## src/rtl/ppu_row_scheduler.sv

```systemverilog
// ppu_row_scheduler
// Per-scanline sequencer for the PPU row-preparation datapath. A frame or
// line start selects the row to prepare, the enabled engines (BG, FG, sprite)
// are sent one-cycle prep pulses and their done flags are collected. When all
// enabled stages are complete, row_ready tells the pixel mixer the row
// buffers hold next_row.
//
// Ports
//   clk, rst_n                      clock, synchronous active-low reset
//   frame_start, line_start         start pulses (row 0 / next row)
//   bg_enable, fg_enable,
//   spr_enable                      layer enables; a disabled stage is skipped
//   bgte_done, fgte_done, spr_done  engine done levels
//   bgte_prep, fgte_prep, spr_prep  one-cycle prep pulses to the engines
//   next_row                        row index presented to all engines
//   busy                            a preparation sequence is in progress
//   row_ready                       all enabled stages done for next_row
//   overrun                         pulse: start arrived while busy
//   timeout                         pulse: an engine exceeded the wait limit
//
// SERIAL=1 preps the engines one after another because they share pattern
// RAM. SERIAL=0 preps every enabled engine in PREP_BG and collects all done
// flags in WAIT_BG using sticky per-engine latches.
module ppu_row_scheduler #(
    parameter int NUM_ROWS = 240,
    parameter int ROW_W    = 8,
    parameter int SERIAL   = 1,
    parameter int TIMEOUT  = 1500
) (
    input  logic             clk,
    input  logic             rst_n,
    input  logic             frame_start,
    input  logic             line_start,
    input  logic             bg_enable,
    input  logic             fg_enable,
    input  logic             spr_enable,
    input  logic             bgte_done,
    input  logic             fgte_done,
    input  logic             spr_done,
    output logic             bgte_prep,
    output logic             fgte_prep,
    output logic             spr_prep,
    output logic [ROW_W-1:0] next_row,
    output logic             busy,
    output logic             row_ready,
    output logic             overrun,
    output logic             timeout
);

    localparam int CNT_W = $clog2(TIMEOUT + 1);
    localparam logic [CNT_W-1:0] CNT_ZERO = CNT_W'(0);
    localparam logic [CNT_W-1:0] CNT_ONE  = CNT_W'(1);
    localparam logic [CNT_W-1:0] CNT_LAST = CNT_W'(TIMEOUT - 1);
    localparam logic [ROW_W-1:0] ROW_ZERO = ROW_W'(0);
    localparam logic [ROW_W-1:0] ROW_ONE  = ROW_W'(1);
    localparam logic [ROW_W-1:0] ROW_LAST = ROW_W'(NUM_ROWS - 1);

    typedef enum logic [2:0] {
        IDLE     = 3'd0,
        PREP_BG  = 3'd1,
        WAIT_BG  = 3'd2,
        PREP_FG  = 3'd3,
        WAIT_FG  = 3'd4,
        PREP_SPR = 3'd5,
        WAIT_SPR = 3'd6,
        READY    = 3'd7
    } state_t;

    // First enabled serial stage in BG, FG, SPR order; READY if none is left.
    function automatic state_t pick_stage(input logic bg, input logic fg, input logic spr);
        state_t st;
        if (bg) begin
            st = PREP_BG;
        end else if (fg) begin
            st = PREP_FG;
        end else if (spr) begin
            st = PREP_SPR;
        end else begin
            st = READY;
        end
        return st;
    endfunction

    state_t           state_q, state_d;
    logic [CNT_W-1:0] cnt_q, cnt_d;
    logic [ROW_W-1:0] row_q, row_d;
    logic [2:0]       lat_q, lat_d;     // parallel mode: sticky done per engine
    logic [2:0]       en_q, en_d;       // parallel mode: enables captured at start
    logic [2:0]       prep_q, prep_d;
    logic             busy_q, busy_d;
    logic             ready_q, ready_d;
    logic             ovr_q, ovr_d;
    logic             to_q, to_d;

    logic             start_s;
    logic [2:0]       en_s;
    logic [2:0]       done_s;
    logic             in_wait_s;
    logic             hit_s;
    state_t           exit_st_s;

    assign start_s = frame_start | line_start;
    assign en_s    = {spr_enable, fg_enable, bg_enable};
    assign done_s  = {spr_done, fgte_done, bgte_done};

    // Next state, wait counter, row selection and pulse flags.
    always_comb begin
        state_d   = state_q;
        cnt_d     = cnt_q;
        row_d     = row_q;
        lat_d     = lat_q;
        en_d      = en_q;
        ovr_d     = 1'b0;
        to_d      = 1'b0;
        in_wait_s = 1'b0;
        hit_s     = 1'b0;
        exit_st_s = state_q;

        if (start_s) begin
            // A start in any state abandons the current sequence.
            ovr_d = busy_q;
            if (frame_start) begin
                row_d = ROW_ZERO;
            end else if (row_q == ROW_LAST) begin
                row_d = ROW_ZERO;
            end else begin
                row_d = row_q + ROW_ONE;
            end
            cnt_d = CNT_ZERO;
            en_d  = en_s;
            lat_d = ~en_s;
            if (SERIAL != 0) begin
                state_d = pick_stage(en_s[0], en_s[1], en_s[2]);
            end else if (|en_s) begin
                state_d = PREP_BG;
            end else begin
                state_d = READY;
            end
        end else begin
            case (state_q)
                PREP_BG: begin
                    state_d = WAIT_BG;
                    cnt_d   = CNT_ZERO;
                end
                PREP_FG: begin
                    state_d = WAIT_FG;
                    cnt_d   = CNT_ZERO;
                end
                PREP_SPR: begin
                    state_d = WAIT_SPR;
                    cnt_d   = CNT_ZERO;
                end
                WAIT_BG: begin
                    in_wait_s = 1'b1;
                    if (SERIAL != 0) begin
                        hit_s     = bgte_done;
                        exit_st_s = pick_stage(1'b0, fg_enable, spr_enable);
                    end else begin
                        hit_s     = &(lat_q | done_s);
                        exit_st_s = READY;
                    end
                end
                WAIT_FG: begin
                    in_wait_s = 1'b1;
                    hit_s     = fgte_done;
                    exit_st_s = pick_stage(1'b0, 1'b0, spr_enable);
                end
                WAIT_SPR: begin
                    in_wait_s = 1'b1;
                    hit_s     = spr_done;
                    exit_st_s = READY;
                end
                default: begin
                    state_d = state_q;
                end
            endcase

            // cnt_q == 0 marks the first wait cycle, where done is still the
            // previous row's value and must not be trusted.
            if (in_wait_s) begin
                if ((cnt_q != CNT_ZERO) && hit_s) begin
                    state_d = exit_st_s;
                end else if (cnt_q == CNT_LAST) begin
                    state_d = IDLE;
                    to_d    = 1'b1;
                end else begin
                    cnt_d = cnt_q + CNT_ONE;
                end
                if (cnt_q != CNT_ZERO) begin
                    lat_d = lat_q | done_s;
                end else begin
                    lat_d = lat_q;
                end
            end else begin
                cnt_d = cnt_d;
            end
        end
    end

    // Registered outputs derived from the state being entered.
    always_comb begin
        busy_d  = (state_d != IDLE) && (state_d != READY);
        ready_d = (state_d == READY);
        if (SERIAL != 0) begin
            prep_d = {state_d == PREP_SPR, state_d == PREP_FG, state_d == PREP_BG};
        end else if (state_d == PREP_BG) begin
            prep_d = en_d;
        end else begin
            prep_d = 3'b000;
        end
    end

    // State and output registers with synchronous active-low reset.
    always_ff @(posedge clk) begin
        if (!rst_n) begin
            state_q <= IDLE;
            cnt_q   <= CNT_ZERO;
            row_q   <= ROW_ZERO;
            lat_q   <= 3'b000;
            en_q    <= 3'b000;
            prep_q  <= 3'b000;
            busy_q  <= 1'b0;
            ready_q <= 1'b0;
            ovr_q   <= 1'b0;
            to_q    <= 1'b0;
        end else begin
            state_q <= state_d;
            cnt_q   <= cnt_d;
            row_q   <= row_d;
            lat_q   <= lat_d;
            en_q    <= en_d;
            prep_q  <= prep_d;
            busy_q  <= busy_d;
            ready_q <= ready_d;
            ovr_q   <= ovr_d;
            to_q    <= to_d;
        end
    end

    assign bgte_prep = prep_q[0];
    assign fgte_prep = prep_q[1];
    assign spr_prep  = prep_q[2];
    assign next_row  = row_q;
    assign busy      = busy_q;
    assign row_ready = ready_q;
    assign overrun   = ovr_q;
    assign timeout   = to_q;

endmodule

```

## config.mk

```make
export PLATFORM = sky130hd
export DESIGN_NAME = ppu_row_scheduler
export DESIGN_NICKNAME = d
export VERILOG_FILES = /design/src/rtl/ppu_row_scheduler.sv
export SDC_FILE = /design/constraint.sdc
export NUM_CORES = 1
export LEC_CHECK = 0
export CAP_MARGIN = 10
export CORE_MARGIN = 2
export CORE_UTILIZATION = 56
export CTS_CLUSTER_DIAMETER = 100
export DETAILED_ROUTE_END_ITERATION = 10
export PLACE_DENSITY = 0.83
export SETUP_SLACK_MARGIN = 0.3
export SLEW_MARGIN = 10
export SYNTH_ARGS = -nofsm -noshare
export SYNTH_HDL_FRONTEND = slang
export SYNTH_SLANG_ARGS = --single-unit
```

## constraint.sdc

```tcl
create_clock -name clk -period 3.34 [get_ports clk]
set_input_delay 0.835 -clock clk [delete_from_list [all_inputs] [get_ports clk]]
set_output_delay 0.835 -clock clk [all_outputs]
set_load 0.01 [all_outputs]
```

==> out/results.txt <==
Met2 Use GR: 39.12%
Synth Instances: 180
P&R area growth vs syn: 22.67%
Avg Cell Area, Syn: 8.341 um2
Final Critical Period: 2.669 ns
Clk_lat worst skew: 0.33 ns
Grt total ovfl: 0
P per Cell Area: 375.7 nW/um2
Synthesized area: 1501 um2
Worst setup path class: primary input to flop
Routability cong.: 0.8918
Clk sinks: 29
CTS tree: built
Share of post-route cells with drive strength above 1: 11.48%
DRC viols: 0
Initial antenna violation count: 0
Resized cells post-CTS: 0
Hold depth: 2
Total global routing track utilization: 23.18%
Measured slew at the worst slew-check pin: 0.6224 ns
Global route hottest layer: met2
Yosys reg bits: 29
Clock-pin slew of the registers on the worst-case setup and hold paths: 0.10 ns
Final wirelength: 3407 um
Clk root buf: clkbuf_4
# rows: 18
Status: complete, no violations
Final count of negative-setup-slack endpoints: 0
Crit path capture type: flop
Initial Utilization: 60.06%
Worst path required time: 3.61 ns
Peak supply drop: 0.0004604 V
CP cell instances: clkdlybuf4s50_1 > mux2i_1 > o21ai_1 > a211oi_4 > nand2_4 > or4_1 > a31oi_1
HPWL Detailed: 2559 um
CTS buffer count: 5
Crit path max fanout: 10
Total negative slack: 0 ns
Routed Antenna Nets: 0
Hold Fails Final Rpt: 0
CP Buf/Inv Count: 1
Die Width: 55.78 um
Period utilisation layout: 79.92%
Max_slew headroom: 58.46%
Leakage: 0.6819 nW
Netlist cell types: 46
DR WL/cell: 14.26 um
Top delay family on crit path: compound AO/OA/AOI/OAI gates
Largest net degree at the start of global routing: 11
H-tree levels: 2
Register area share after synthesis: 38.67%
GR Util met1: 26.61%
I/O pin count: 25
Fmax: 374.6 MHz
Syn_nets: 193
Worst Hold Class: flop to flop
Slowest stage delay, CP: 0.50 ns
Met3 usage: 7.674%
N_diodes: 0
Skew final: 0.006926 ns
Nets: 221
Hold_buf cts: 0
DRT Pass-1 Iters: 4
Setup repair bufs after CTS: 0
Via count: 1444
Die Span Y: 55.78 um
Slew Limit Fails: 0
Power, Total: 0.6919 mW
Most frequent cells in the layout: 29 x dfxtp_1, 24 x clkdlybuf4s50_1, 23 x nand2_1
Die ar.: 3111 um2
YS warnings: 0
First-pass GRT wire length: 5740 um
Crit path DAT: 2.94 ns
Most common cell after layout, fill and taps aside: dfxtp_1
Drt first-iter violations: 35
# Max-Cap Violations: 0
Slowest CP cell: or4_1
Vias in the first global route: 1378
CTS Buffer Depth: 2
Reg2Reg Depth: 8
Port Buffer Count: 24
Crit start category: primary input
Placeable Area: 2500 um2
Unrepaired setup endpoints after global routing: no
DR vias/cell: 6.042
# fillers: 220
Critical path depth: 7
-- per-layer routing --
layer  part of all wire [%]  wire length [um]
met3                    6.8               232
met2                     48              1649
met1                     43              1450
met5                      0                 0
met4                    2.2                75
-- power breakdown --
group | switching, mW | internal (mW) | total [mW] | leakage [nW]
Combinational | 0.0435 | 0.0372 | 0.0808 | 0.405
Sequential | 0.00907 | 0.354 | 0.363 | 0.236
Clock | 0.126 | 0.122 | 0.248 | 0.0413
-- path summary, 6_finish.rpt --
path                                from       end  slack [ns]
worst max register to register  cnt_q[0]  cnt_q[8]        0.88
worst min register to register      busy   overrun        0.43
worst max-delay path            spr_done  cnt_q[8]        0.67
worst min-delay path                busy   overrun        0.43
-- layout make-up --
cell class	instances	area, um2	share of cell area, %
clock buffers	7	65.06	3.533
clock inverters	1	5.005	0.2717
inverters	6	22.52	1.223
multi-input cells	141	883.3	47.96
flip-flops and latches	29	580.6	31.52
well taps	30	37.54	2.038
repair buffers	25	247.7	13.45
-- kinds of logic after synthesis --
kind of cell	count (synthesis)	synth area share, %
simple gates	93	33.58
compound gates	35	16.25
flops	29	38.67
buf+inv	10	2.500
xor+xnor	5	2.917
mux	5	3.583
fa+ha+maj	3	2.500
-- registers in the layout (all words and copies together) (netlist names) --
name	cells
busy	1
prep_q	3
overrun	1
state_q	3
next_row	8
timeout	1
row_ready	1
cnt_q	11
-- through the flow --
stage	hold slack, ns	area [um2]	utilization (%)	worst slack, ns	instances
floorplan	0.4639	1501	-	1.022	180
global placement	0.4260	1772	70.87	0.4991	231
detailed placement	0.4262	1772	70.87	0.3375	231
CTS	0.4331	1842	73.67	0.7056	239
global route	0.4569	1842	73.67	0.6216	239
finish	0.4311	1842	73.67	0.6707	239
-- worst min-delay path, stage by stage (launching register included) --
cell,delay (ns)
dfxtp_1,0.32
nand2_1,0.06
nor2_1,0.03
-- synth_stat cells (all sizes together) --
cell      n  share of area, %
nand3    17               6.0
ha        3               2.5
o211a     1              0.67
or3       1              0.42
nor2     19               4.8
a21boi    1              0.50
nand2    24               6.5
a31oi     5               2.1
a21o      1              0.50
nor2b     1              0.42
nand4     4               1.7
clkbuf    4               1.0
o21a      1              0.50
and3b     1              0.58
o2111ai   1              0.58
and2      2              0.92
o311a     1              0.67
a211oi    1               1.3
o21ai     9               3.0
o211ai    2               1.0
dfxtp    29                39
nor3      5               2.4
o31ai     3               1.5
inv       6               1.5
o22ai     2              0.83
and3      9               4.1
mux2      3               2.2
a21oi     4               1.3
nor4b     2               1.6
o311ai    1              0.58
a311oi    1              0.58
xor2      5               2.9
o41ai     1              0.58
nand4b    1              0.58
nand2b    2              0.83
or4       1              0.50
and4      2               1.3
mux2i     2               1.3
nand3b    2               1.0
Power figures use the tool's default switching activity.
